### src/rtl/mul_div_unit_if.sv
// Handshake/result bundle between the datapath and mul_div_unit.
// The datapath uses the master view and mul_div_unit uses the slave view.
interface mul_div_unit_if #(
  parameter int unsigned WIDTH = 32
);
  logic             start;
  logic             op;
  logic [WIDTH-1:0] a;
  logic [WIDTH-1:0] b;
  logic             busy;
  logic             done;
  logic [WIDTH-1:0] zhi;
  logic [WIDTH-1:0] zlo;
  logic             div_by_zero;

  modport master (
    output start, op, a, b,
    input  busy, done, zhi, zlo, div_by_zero
  );

  modport slave (
    input  start, op, a, b,
    output busy, done, zhi, zlo, div_by_zero
  );
endinterface

### src/rtl/mul_div_unit.sv
// Multi-cycle signed multiply (Booth) / divide (restoring) unit feeding ZHI/ZLO.
// Define MULDIV_BOOTH_R4_EN to use radix-4 Booth for MUL; DIV is the same in both builds.
module mul_div_unit #(
  parameter int unsigned WIDTH = 32
) (
  input  logic           clk,
  input  logic           clr,
  mul_div_unit_if.slave  bus
);

  localparam logic [2:0] S_IDLE = 3'd0;
  localparam logic [2:0] S_LOAD = 3'd1;
  localparam logic [2:0] S_RUN  = 3'd2;
  localparam logic [2:0] S_FIX  = 3'd3;
  localparam logic [2:0] S_DONE = 3'd4;

  localparam int unsigned CW = $clog2(WIDTH + 1);
`ifdef MULDIV_BOOTH_R4_EN
  localparam int unsigned MUL_STEPS = WIDTH / 2;
`else
  localparam int unsigned MUL_STEPS = WIDTH;
`endif
  localparam logic [CW-1:0] MUL_LAST = CW'(MUL_STEPS);
  localparam logic [CW-1:0] DIV_LAST = CW'(WIDTH);

  logic [2:0]       state_q, state_d;
  logic             op_q, op_d;
  logic [WIDTH-1:0] a_q, a_d;
  logic [WIDTH-1:0] b_q, b_d;
  logic [WIDTH-1:0] mcand_q, mcand_d;
  logic [WIDTH+1:0] hi_q, hi_d;
  logic [WIDTH-1:0] lo_q, lo_d;
  logic             g_q, g_d;
  logic [CW-1:0]    cnt_q, cnt_d;
  logic             negq_q, negq_d;
  logic             negr_q, negr_d;
  logic             dbz_q, dbz_d;
  logic             busy_q, busy_d;
  logic             done_q, done_d;
  logic [WIDTH-1:0] zhi_q, zhi_d;
  logic [WIDTH-1:0] zlo_q, zlo_d;
  logic             flag_q, flag_d;

  logic [WIDTH-1:0] a_abs, b_abs;
  logic [WIDTH+1:0] mc_ext, pp, hi_sum;
  logic [WIDTH+1:0] mul_hi;
  logic [WIDTH-1:0] mul_lo;
  logic             mul_g;
  logic [WIDTH:0]   rem_sh, rem_sub;
  logic             qbit;
  logic [WIDTH+1:0] div_hi;
  logic [WIDTH-1:0] div_lo;
  logic [WIDTH-1:0] fix_hi, fix_lo;
  logic [CW-1:0]    run_last;

  assign a_abs  = a_q[WIDTH-1] ? -a_q : a_q;
  assign b_abs  = b_q[WIDTH-1] ? -b_q : b_q;
  assign mc_ext = {{2{mcand_q[WIDTH-1]}}, mcand_q};

  // Booth step: {hi, lo, guard} forms one arithmetic shift register.
  always_comb begin
    pp = '0;
`ifdef MULDIV_BOOTH_R4_EN
    case ({lo_q[1:0], g_q})
      3'b001, 3'b010: pp = mc_ext;
      3'b011:         pp = mc_ext << 1;
      3'b100:         pp = -(mc_ext << 1);
      3'b101, 3'b110: pp = -mc_ext;
      default:        pp = '0;
    endcase
    hi_sum = hi_q + pp;
    mul_hi = {{2{hi_sum[WIDTH+1]}}, hi_sum[WIDTH+1:2]};
    mul_lo = {hi_sum[1:0], lo_q[WIDTH-1:2]};
    mul_g  = lo_q[1];
`else
    case ({lo_q[0], g_q})
      2'b01:   pp = mc_ext;
      2'b10:   pp = -mc_ext;
      default: pp = '0;
    endcase
    hi_sum = hi_q + pp;
    mul_hi = {hi_sum[WIDTH+1], hi_sum[WIDTH+1:1]};
    mul_lo = {hi_sum[0], lo_q[WIDTH-1:1]};
    mul_g  = lo_q[0];
`endif
  end

  // Restoring step: dividend shifts out of lo while quotient bits shift in.
  assign rem_sh  = {hi_q[WIDTH-1:0], lo_q[WIDTH-1]};
  assign rem_sub = rem_sh - {1'b0, mcand_q};
  assign qbit    = (rem_sh >= {1'b0, mcand_q});
  assign div_hi  = {1'b0, (qbit ? rem_sub : rem_sh)};
  assign div_lo  = {lo_q[WIDTH-2:0], qbit};

  always_comb begin
    if (!op_q) begin
      fix_hi = hi_q[WIDTH-1:0];
      fix_lo = lo_q;
    end else if (dbz_q) begin
      fix_hi = a_q;
      fix_lo = '1;
    end else begin
      fix_hi = negr_q ? -hi_q[WIDTH-1:0] : hi_q[WIDTH-1:0];
      fix_lo = negq_q ? -lo_q : lo_q;
    end
  end

  assign run_last = op_q ? DIV_LAST : MUL_LAST;

  always_comb begin
    state_d = state_q;
    op_d    = op_q;
    a_d     = a_q;
    b_d     = b_q;
    mcand_d = mcand_q;
    hi_d    = hi_q;
    lo_d    = lo_q;
    g_d     = g_q;
    cnt_d   = cnt_q;
    negq_d  = negq_q;
    negr_d  = negr_q;
    dbz_d   = dbz_q;
    busy_d  = busy_q;
    done_d  = 1'b0;
    zhi_d   = zhi_q;
    zlo_d   = zlo_q;
    flag_d  = flag_q;
    case (state_q)
      S_IDLE: begin
        if (bus.start) begin
          op_d    = bus.op;
          a_d     = bus.a;
          b_d     = bus.b;
          busy_d  = 1'b1;
          state_d = S_LOAD;
        end
      end
      S_LOAD: begin
        cnt_d = '0;
        hi_d  = '0;
        g_d   = 1'b0;
        if (op_q) begin
          lo_d    = a_abs;
          mcand_d = b_abs;
          negq_d  = a_q[WIDTH-1] ^ b_q[WIDTH-1];
          negr_d  = a_q[WIDTH-1];
          dbz_d   = (b_q == '0);
        end else begin
          lo_d    = b_q;
          mcand_d = a_q;
          negq_d  = 1'b0;
          negr_d  = 1'b0;
          dbz_d   = 1'b0;
        end
        state_d = S_RUN;
      end
      S_RUN: begin
        // One edge beyond the last iteration is spent here so FIX lands on E+WIDTH+2.
        if (cnt_q == run_last) begin
          state_d = S_FIX;
        end else begin
          cnt_d = cnt_q + 1'b1;
          if (op_q) begin
            hi_d = div_hi;
            lo_d = div_lo;
          end else begin
            hi_d = mul_hi;
            lo_d = mul_lo;
            g_d  = mul_g;
          end
        end
      end
      S_FIX: begin
        zhi_d   = fix_hi;
        zlo_d   = fix_lo;
        flag_d  = op_q & dbz_q;
        done_d  = 1'b1;
        state_d = S_DONE;
      end
      S_DONE: begin
        busy_d  = 1'b0;
        state_d = S_IDLE;
      end
      default: begin
        busy_d  = 1'b0;
        state_d = S_IDLE;
      end
    endcase
  end

  always_ff @(posedge clk) begin
    if (clr) begin
      state_q <= S_IDLE;
      op_q    <= 1'b0;
      a_q     <= '0;
      b_q     <= '0;
      mcand_q <= '0;
      hi_q    <= '0;
      lo_q    <= '0;
      g_q     <= 1'b0;
      cnt_q   <= '0;
      negq_q  <= 1'b0;
      negr_q  <= 1'b0;
      dbz_q   <= 1'b0;
      busy_q  <= 1'b0;
      done_q  <= 1'b0;
      zhi_q   <= '0;
      zlo_q   <= '0;
      flag_q  <= 1'b0;
    end else begin
      state_q <= state_d;
      op_q    <= op_d;
      a_q     <= a_d;
      b_q     <= b_d;
      mcand_q <= mcand_d;
      hi_q    <= hi_d;
      lo_q    <= lo_d;
      g_q     <= g_d;
      cnt_q   <= cnt_d;
      negq_q  <= negq_d;
      negr_q  <= negr_d;
      dbz_q   <= dbz_d;
      busy_q  <= busy_d;
      done_q  <= done_d;
      zhi_q   <= zhi_d;
      zlo_q   <= zlo_d;
      flag_q  <= flag_d;
    end
  end

  assign bus.busy        = busy_q;
  assign bus.done        = done_q;
  assign bus.zhi         = zhi_q;
  assign bus.zlo         = zlo_q;
  assign bus.div_by_zero = flag_q;

endmodule

### src/flat_wrapper.sv
// flat-port wrapper written by rule: the top's interface ports become plain ports
module mul_div_unit_flat 
#(
  parameter int unsigned WIDTH = 32
)
  (clk, clr, bus_start, bus_op, bus_a, bus_b, bus_busy, bus_done, bus_zhi, bus_zlo, bus_div_by_zero);
  mul_div_unit_if #(.WIDTH(WIDTH)) bus_i ();
  input  logic clk;
  input  logic clr;
  input wire logic [$bits(bus_i.start)-1:0] bus_start;
  input wire logic [$bits(bus_i.op)-1:0] bus_op;
  input wire logic [$bits(bus_i.a)-1:0] bus_a;
  input wire logic [$bits(bus_i.b)-1:0] bus_b;
  output wire logic [$bits(bus_i.busy)-1:0] bus_busy;
  output wire logic [$bits(bus_i.done)-1:0] bus_done;
  output wire logic [$bits(bus_i.zhi)-1:0] bus_zhi;
  output wire logic [$bits(bus_i.zlo)-1:0] bus_zlo;
  output wire logic [$bits(bus_i.div_by_zero)-1:0] bus_div_by_zero;
  assign bus_i.start = bus_start;
  assign bus_i.op = bus_op;
  assign bus_i.a = bus_a;
  assign bus_i.b = bus_b;
  assign bus_busy = bus_i.busy;
  assign bus_done = bus_i.done;
  assign bus_zhi = bus_i.zhi;
  assign bus_zlo = bus_i.zlo;
  assign bus_div_by_zero = bus_i.div_by_zero;
  mul_div_unit #(.WIDTH(WIDTH)) u_core (.clk(clk), .clr(clr), .bus(bus_i));
endmodule
### config.mk
export PLATFORM = sky130hd
export DESIGN_NAME = mul_div_unit_flat
export DESIGN_NICKNAME = d
export VERILOG_FILES = /design/src/rtl/mul_div_unit_if.sv /design/src/rtl/mul_div_unit.sv /design/src/flat_wrapper.sv
export SDC_FILE = /design/constraint.sdc
export NUM_CORES = 1
export LEC_CHECK = 0
export CELL_PAD_IN_SITES_DETAIL_PLACEMENT = 0
export CELL_PAD_IN_SITES_GLOBAL_PLACEMENT = 1
export CORE_ASPECT_RATIO = 0.8
export CORE_UTILIZATION = 47
export DETAILED_ROUTE_END_ITERATION = 8
export GPL_TIMING_DRIVEN = 1
export PLACE_DENSITY = 0.95
export SETUP_SLACK_MARGIN = 0.4
export SLEW_MARGIN = 0
export SYNTH_ARGS = -nofsm -noshare
export SYNTH_HDL_FRONTEND = slang
export SYNTH_SLANG_ARGS = --single-unit
### constraint.sdc
create_clock -name clk -period 12.4 [get_ports clk]
set_clock_uncertainty 0.15 [all_clocks]
set_input_delay 3.1 -clock clk [delete_from_list [all_inputs] [get_ports clk]]
set_output_delay 3.1 -clock clk [all_outputs]
set_load 0.05 [all_outputs]
==> metrics.csv, run 1 <==
stage;metric;value;unit
route;vias after detailed routing;18636;
clock_tree;worst-case clock buffer depth;3;
power_and_ir_drop;power per cell area;126;mW/mm²
clock_tree;TritonCTS buffer count;26;
job;max-cap viol count;1;
yosys;dominant synthesized flop cell;dfxtp_1;
global_routing;global-route wire length before repair;96200;µm
floorplanning;Starting Density;48.2;%
sta;RSZ-0062 raised after global routing;no;
route;DRT Pass-1 Iters;6;
global_routing;largest net degree at the start of global routing;122;
sta;minimum clock period;5.51;ns
sta;setup total negative slack;0;ns
yosys;top cells by area, synth;dfxtp_1 28%, a21oi_1 8.1%, nor2_1 6.5%, nand2_1 5.7%, ha_1 5.3%;
yosys;Synth top area share;27.9;%
yosys;most instantiated cells after synthesis;304 x nor2_1, 284 x a21oi_1, 267 x nand2_1;
global_routing;total congestion overflow;0;
sta;Worst slew margin;0.257;%
final_layout;fill cell total of the finished layout;3447;
place;port bufs;134;
floorplanning;Chip Height;174;µm
place;post-DP HPWL;46700;µm
clock_tree;clk_lat worst skew;0.56;ns
clock_tree;CTS tree;done;
setup_path;Worst EP required;12.73;ns
yosys;number of flops mapped to enable cells by yosys;0;
worst_hold_path;Hold WC Path Type;flip-flop to flip-flop;
clock_tree;clk sink count;243;
power_and_ir_drop;P_int;1570;µW
setup_path;R2R cell count;19;
final_layout;layout cells sized above 1;3.79;%
place;pre-CTS setup slack;6.90;ns
final_layout;# diodes;0;
setup_path;Critical Path Fanout Max;8;
power_and_ir_drop;sequential share of power;36.2;%
yosys;share of flip-flops with an asynchronous set or reset;0;%
sta;final worst path period share;44.4;%
setup_path;Setup crit start kind;flip-flop;
yosys;Mapped Avg Cell Area;7.26;µm²
yosys;Mapped Cells;2404;
sta;slew at the pin closest to its max-slew limit;1.49;ns
clock_tree;post-CTS sizing;0;
power_and_ir_drop;Max IR drop VDD;110;µV
yosys;Yosys reg bits;243;
sta;max-slew violations;0;
power_and_ir_drop;combinational power share;31.0;%
setup_path;Critical Path Sink Type;flip-flop;
global_routing;All-Layer GR Usage;32.2;%
power_and_ir_drop;Leak;0.00732;µW
power_and_ir_drop;Clk pwr share;32.8;%
yosys;top-count cell post-synth;nor2_1;
clock_tree;H-tree depth;1;
route;drt initial violations;2646;
final_layout;fin nets;2554;
clock_tree;Post-CTS Setup Bufs;0;
yosys;Synth Net Count;2548;
floorplanning;Die Area;0.0379;mm²
yosys;part of the Yosys area used for sequential elements;27.9;%
outcome;status;finished, violations left;
setup_path;Worst EP arrival;5.84;ns
global_routing;initial antenna violation count;1;
outcome;failing checks;capacitance limit;
route;Remaining DRCs;0;
route;drt via density;6.41;
floorplanning;io pins;135;
floorplanning;CORE AREA;0.0362;mm²
floorplanning;Chip Width;217;µm
clock_tree;Clock transition at path regs;0.06;ns
yosys;Synth Warn #;0;
clock_tree;Clock Tree Root;clkbuf_16;
yosys;dominant cell type by area after synthesis;dfxtp_1;
clock_tree;hold buffers post-CTS;0;
final_layout;Area growth, synth to finish;13.5;%
sta;final hold vios;0;
place;Placer Congestion;1.01;
sta;Setup-failing EPs final;0;
route;Avg WL per Cell;21.7;µm
route;Antenna Nets Post-Route;0;
power_and_ir_drop;switching power;927;µW
floorplanning;Core Rows;62;
route;drt total wl;63200;µm
sta;maximum clock rate;0.182;GHz
yosys;Cell Area, Synth;0.0175;mm²
worst_hold_path;depth of the worst hold-timing path;2;
setup_path;worst setup path class;flip-flop to flip-flop;
yosys;Cell variety after synth;80;
sta;Final Worst Setup Slack;6.89;ns
global_routing;number of global-route vias before repair;16301;
power_and_ir_drop;Sw Ratio;37.1;%
## power by group through the flow
stage	sequential (µW)	clock [µW]	combinational [µW]
6_report	904	818	774
2_1_floorplan	886	0	543
3_3_place_gp	914	0	748
3_5_place_dp	916	0	753
5_1_grt	905	855	839
4_1_cts	898	822	758
## area by class of cell
type	instances	area, µm²	area share (%)
Clock inverter	11	128	0.644
Tap cell	480	601	3.03
Inverter	83	312	1.57
Multi-Input combinational cell	1901	11600	58.7
Clock buffer	36	769	3.88
Sequential cell	243	4870	24.6
Timing Repair Buffer	155	1500	7.57
## final timing paths
kind	slack [ns]	from	endpoint
hold / removal	0.31	u_core.bus.zhi[31]	u_core.bus.zhi[31]
hold reg to reg	0.31	u_core.bus.zhi[31]	u_core.bus.zhi[31]
setup / recovery	6.89	u_core.mcand_q[0]	u_core.hi_q[27]
setup reg to reg	6.89	u_core.mcand_q[0]	u_core.hi_q[27]
## layout by cell type, fill, tap and decap left out, types with 25 or more instances in the layout
| master | count |
|---|---|
| a21o_1 | 47 |
| a211oi_1 | 67 |
| inv_1 | 81 |
| ha_1 | 74 |
| xnor2_1 | 54 |
| or3_1 | 25 |
| dfxtp_1 | 242 |
| o21ai_0 | 74 |
| a221oi_1 | 29 |
| nand3_1 | 43 |
| a21oi_1 | 284 |
| clkdlybuf4s50_1 | 133 |
| a31oi_1 | 28 |
| o21ai_1 | 49 |
| nor2_1 | 303 |
| mux2i_1 | 39 |
| o31ai_1 | 39 |
| nand2_1 | 267 |
| clkbuf_16 | 27 |
| xor2_1 | 89 |
| nor3_1 | 63 |
## cells by family (layout without fill, tap and decap cells)
group                      count (synthesis)  count (layout)  share of synthesized area, %
and+or+nand+nor                          839             839                          21.7
AOI/OAI and AO/OA                        794             794                          29.1
buffers and inverters                    260             285                          5.61
DFF                                      243             243                          27.9
xor gates and xnor gates                 143             143                          7.18
adders and majority gates                 76              76                          5.54
muxes                                     49              49                          3.01
## layer usage
metal  global-route usage (%)  vias up  wire (µm)
li1                         -     8702          -
met1                     50.3     8749      29100
met2                     44.5     1083      25300
met3                     5.84      102       7310
met4                     7.39        0       1480
met5                        0        -          0
## per-stage QoR
stage / total power (µW) / std cells / area (µm²) / utilization [%] / hold slack, ns
detailed placement: 1670 / 2862 / 18900 / 52.2 / 0.300
floorplan: 1430 / 2404 / 17500 / - / 0.290
global placement: 1660 / 2862 / 18900 / 52.2 / 0.293
global route: 2600 / 2909 / 19800 / 54.7 / 0.313
CTS: 2480 / 2909 / 19800 / 54.7 / 0.309
finish: 2500 / 2909 / 19800 / 54.7 / 0.310
## registers in the layout (all words and copies together) (netlist names)
| register | cells |
|---|---|
| u_core.g_q | 1 |
| u_core.op_q | 1 |
| u_core.mcand_q | 32 |
| u_core.cnt_q | 6 |
| u_core.bus.done | 1 |
| u_core.b_q | 32 |
| u_core.a_q | 32 |
| u_core.bus.busy | 1 |
| u_core.negr_q | 1 |
| u_core.bus.div_by_zero | 1 |
| u_core.dbz_q | 1 |
| u_core.state_q | 3 |
| u_core.bus.zhi | 32 |
| u_core.negq_q | 1 |
| u_core.hi_q | 34 |
| u_core.lo_q | 32 |
| u_core.bus.zlo | 32 |
## worst max-delay path: stages, from the launching register on
cell      delay (ns)
dfxtp_1         0.34
nor3_1          0.47
nand4_1         0.34
or3_1           0.45
nor3_1          0.26
and3_1          0.31
nand2_1         0.09
nor3_1          0.14
o21ai_0         0.10
a21oi_1         0.17
ha_1            0.34
and4_1          0.28
a32oi_1         0.15
nand3_1         0.11
a31oi_1         0.55
o21ai_1         0.33
a31oi_1         0.37
nor2b_1         0.18
o221ai_1        0.12
a32oi_1         0.20
Power figures use the tool's default switching activity.
==> run 2: changes to the inputs <==
--- a/config.mk
+++ b/config.mk
@@ -8,10 +8,10 @@
 export CELL_PAD_IN_SITES_DETAIL_PLACEMENT = 0
 export CELL_PAD_IN_SITES_GLOBAL_PLACEMENT = 1
 export CORE_ASPECT_RATIO = 0.8
-export CORE_UTILIZATION = 47
+export CORE_UTILIZATION = 40
 export DETAILED_ROUTE_END_ITERATION = 8
 export GPL_TIMING_DRIVEN = 1
-export PLACE_DENSITY = 0.95
+export PLACE_DENSITY = 0.88
 export SETUP_SLACK_MARGIN = 0.4
 export SLEW_MARGIN = 0
 export SYNTH_ARGS = -nofsm -noshare
==> constraint.sdc (replaced) <==
create_clock -name clk -period 5 [get_ports clk]
set_clock_uncertainty 0.15 [all_clocks]
set_input_delay 1.25 -clock clk [delete_from_list [all_inputs] [get_ports clk]]
set_output_delay 1.25 -clock clk [all_outputs]
set_load 0.05 [all_outputs]
==> run 2 against run 1 <==
Compared with the run above: worst hold slack got worse by 0.0029 ns; the flow now finishes without violations; clock power increased to 2.7 times the previous value; register-to-register slack got worse by 6.6 ns; critical path type unchanged; routed wire length rose by 7.3%; flip-flop and latch count stayed put; largest power group unchanged; non-clock buffer count increased by 51; sequential share of layout area down 0.91 points; largest cell class unchanged.
==> metrics.csv, run 2 (synthesized netlist as in run 1, its figures left out) <==
stage;metric;value;unit
outcome;status;finished, final reports clean;
setup_path;worst setup path class;flip-flop to flip-flop;
final_layout;most frequent cells in the layout;299 x nor2_1, 281 x a21oi_1, 267 x nand2_1, 240 x dfxtp_1, 133 x clkdlybuf4s50_1;
global_routing;total congestion overflow;0;
sta;Setup-failing EPs final;0;
final_layout;Area growth, synth to finish;18.0;%
final_layout;fill cell total of the finished layout;4184;
clock_tree;Clock transition at path regs;0.07;ns
setup_path;Worst EP arrival;4.99;ns
clock_tree;clk sink count;243;
sta;RSZ-0062 raised after global routing;yes;
floorplanning;Die Area;0.0445;mm²
power_and_ir_drop;Sw Ratio;37.3;%
global_routing;All-Layer GR Usage;29.3;%
global_routing;initial antenna violation count;3;
floorplanning;Chip Width;236;µm
sta;final hold vios;0;
global_routing;global-route wire length before repair;102000;µm
route;drt initial violations;2612;
sta;maximum clock rate;0.214;GHz
final_layout;Most flops, register;u_core.hi_q;
route;drt via density;6.21;
sta;slew at the pin closest to its max-slew limit;1.05;ns
final_layout;# diodes;0;
worst_hold_path;depth of the worst hold-timing path;2;
clock_tree;CTS tree;done;
clock_tree;H-tree depth;1;
place;placed insts;2984;
setup_path;R2R cell count;22;
sta;final worst path period share;93.6;%
setup_path;Setup crit start kind;flip-flop;
clock_tree;Clock Tree Root;clkbuf_16;
route;vias after detailed routing;18890;
global_routing;number of global-route vias before repair;16609;
route;Remaining DRCs;0;
clock_tree;hold buffers post-CTS;0;
clock_tree;worst-case clock buffer depth;3;
job;max-cap viol count;0;
final_layout;fin nets;2605;
power_and_ir_drop;Leak;0.00761;µW
final_layout;layout cells sized above 1;7.66;%
route;DRT Pass-1 Iters;9;
power_and_ir_drop;combinational power share;31.5;%
place;post-DP HPWL;50500;µm
floorplanning;CORE AREA;0.0431;mm²
worst_hold_path;Hold WC Path Type;flip-flop to flip-flop;
final_layout;Largest register FFs;34;
power_and_ir_drop;sequential share of power;34.6;%
floorplanning;Core Rows;68;
route;Antenna Nets Post-Route;0;
floorplanning;Chip Height;189;µm
power_and_ir_drop;P_int;4070;µW
setup_path;Critical Path Fanout Max;5;
clock_tree;TritonCTS buffer count;26;
floorplanning;Starting Density;40.5;%
final_layout;leading cell type in the layout, fill and taps excluded;nor2_1;
setup_path;R2R Setup Slk;0.32;ns
power_and_ir_drop;switching power;2420;µW
place;port bufs;134;
power_and_ir_drop;Clk pwr share;33.9;%
sta;setup total negative slack;0;ns
sta;minimum clock period;4.68;ns
place;Placer Congestion;0.988;
final_layout;Cell Count, Final, Fillers Out;3041;
final_layout;area of the multi-input gates;0.0119;mm²
final_layout;Storage cell area;0.00487;mm²
power_and_ir_drop;power per cell area;315;mW/mm²
setup_path;Worst EP required;5.31;ns
route;Avg WL per Cell;22.3;µm
power_and_ir_drop;Max IR drop VDD;203;µV
global_routing;largest net degree at the start of global routing;100;
floorplanning;io pins;135;
setup_path;Critical Path Sink Type;flip-flop;
route;drt total wl;67800;µm
clock_tree;clk_lat worst skew;0.57;ns
sta;max-slew violations;0;
sta;Worst slew margin;29.7;%
-- run 2: cell types whose count changed in the layout (fill, tap and decap cells not counted), sizes merged --
| cell | previous run | this run |
|---|---|---|
| inv | 83 | 88 |
| clkinv | 6 | 5 |
| bufinv | 2 | 5 |
| buf | 22 | 73 |
| clkbuf | 36 | 30 |
-- run 2: worst max-delay path, cell delays in order, from the launching register on --
cell and delay (ns):
dfxtp_4 0.37, inv_4 0.06, ha_4 0.13, or3b_4 0.39, or3_4 0.37, nor3_4 0.14, nand4_1 0.20, nor2_2 0.17
nand4_1 0.14, nor2_1 0.13, o21ai_1 0.06, a21oi_1 0.17, ha_2 0.33, and4_1 0.20, nand4_1 0.09, o211ai_1 0.14
a31oi_1 0.28, a21oi_1 0.11, buf_4 0.18, o2111ai_4 0.21, a21oi_2 0.09, xnor2_1 0.16, a221o_1 0.32
-- run 2: area by class of cell --
type	instances	area share (%)
Sequential cell	243	23.7
Tap cell	560	3.40
Clock buffer	30	3.43
Timing Repair Buffer	206	9.15
Inverter	83	1.53
Multi-Input combinational cell	1901	57.6
Clock inverter	18	1.23
-- run 2: layer usage --
layer	routed length (µm)	GRT usage, %	share of wire [%]	vias to the layer above
met4	1670	7.52	2.5	0
li1	-	-	-	8812
met5	0	0	0	-
met3	7000	4.89	10	100
met1	32100	45.5	47	9001
met2	27000	40.6	40	977
-- run 2: timing repair --
| item | CTS | global route |
|---|---|---|
| endpoints found under the setup margin | 12 | 15 |
| gates resized for setup | 16 | 39 |
| pin swaps | 8 | 26 |
| buffers inserted | 4 | 5 |
-- run 2: through the flow --
| stage | power [µW] | hold WS, ns | util, % | setup WS (ns) | instance area (µm²) |
|---|---|---|---|---|---|
| after detailed placement | 4230 | 0.298 | 44.9 | 0.106 | 19300 |
| final | 6490 | 0.307 | 47.8 | 0.322 | 20600 |
| after global placement | 4210 | 0.297 | 44.9 | 0.175 | 19300 |
| after floorplan | 3540 | 0.290 | - | 0.431 | 17500 |
| after global routing | 6730 | 0.324 | 47.8 | 0.110 | 20600 |
| after CTS | 6430 | 0.307 | 47.3 | 0.368 | 20400 |
-- run 2: power by group through the flow --
stage	combinational (µW)	sequential, µW	clock [µW]
after global routing	2200	2240	2290
after global placement	1940	2270	0
after floorplan	1350	2200	0
after CTS	1990	2230	2210
after detailed placement	1960	2270	0
final	2050	2240	2200
-- run 2: worst paths after layout --
check	startpoint	to
setup / recovery	u_core.mcand_q[1]	u_core.hi_q[32]
hold / removal	u_core.b_q[31]	u_core.b_q[31]
setup reg to reg	u_core.mcand_q[1]	u_core.hi_q[32]
hold reg to reg	u_core.b_q[31]	u_core.b_q[31]
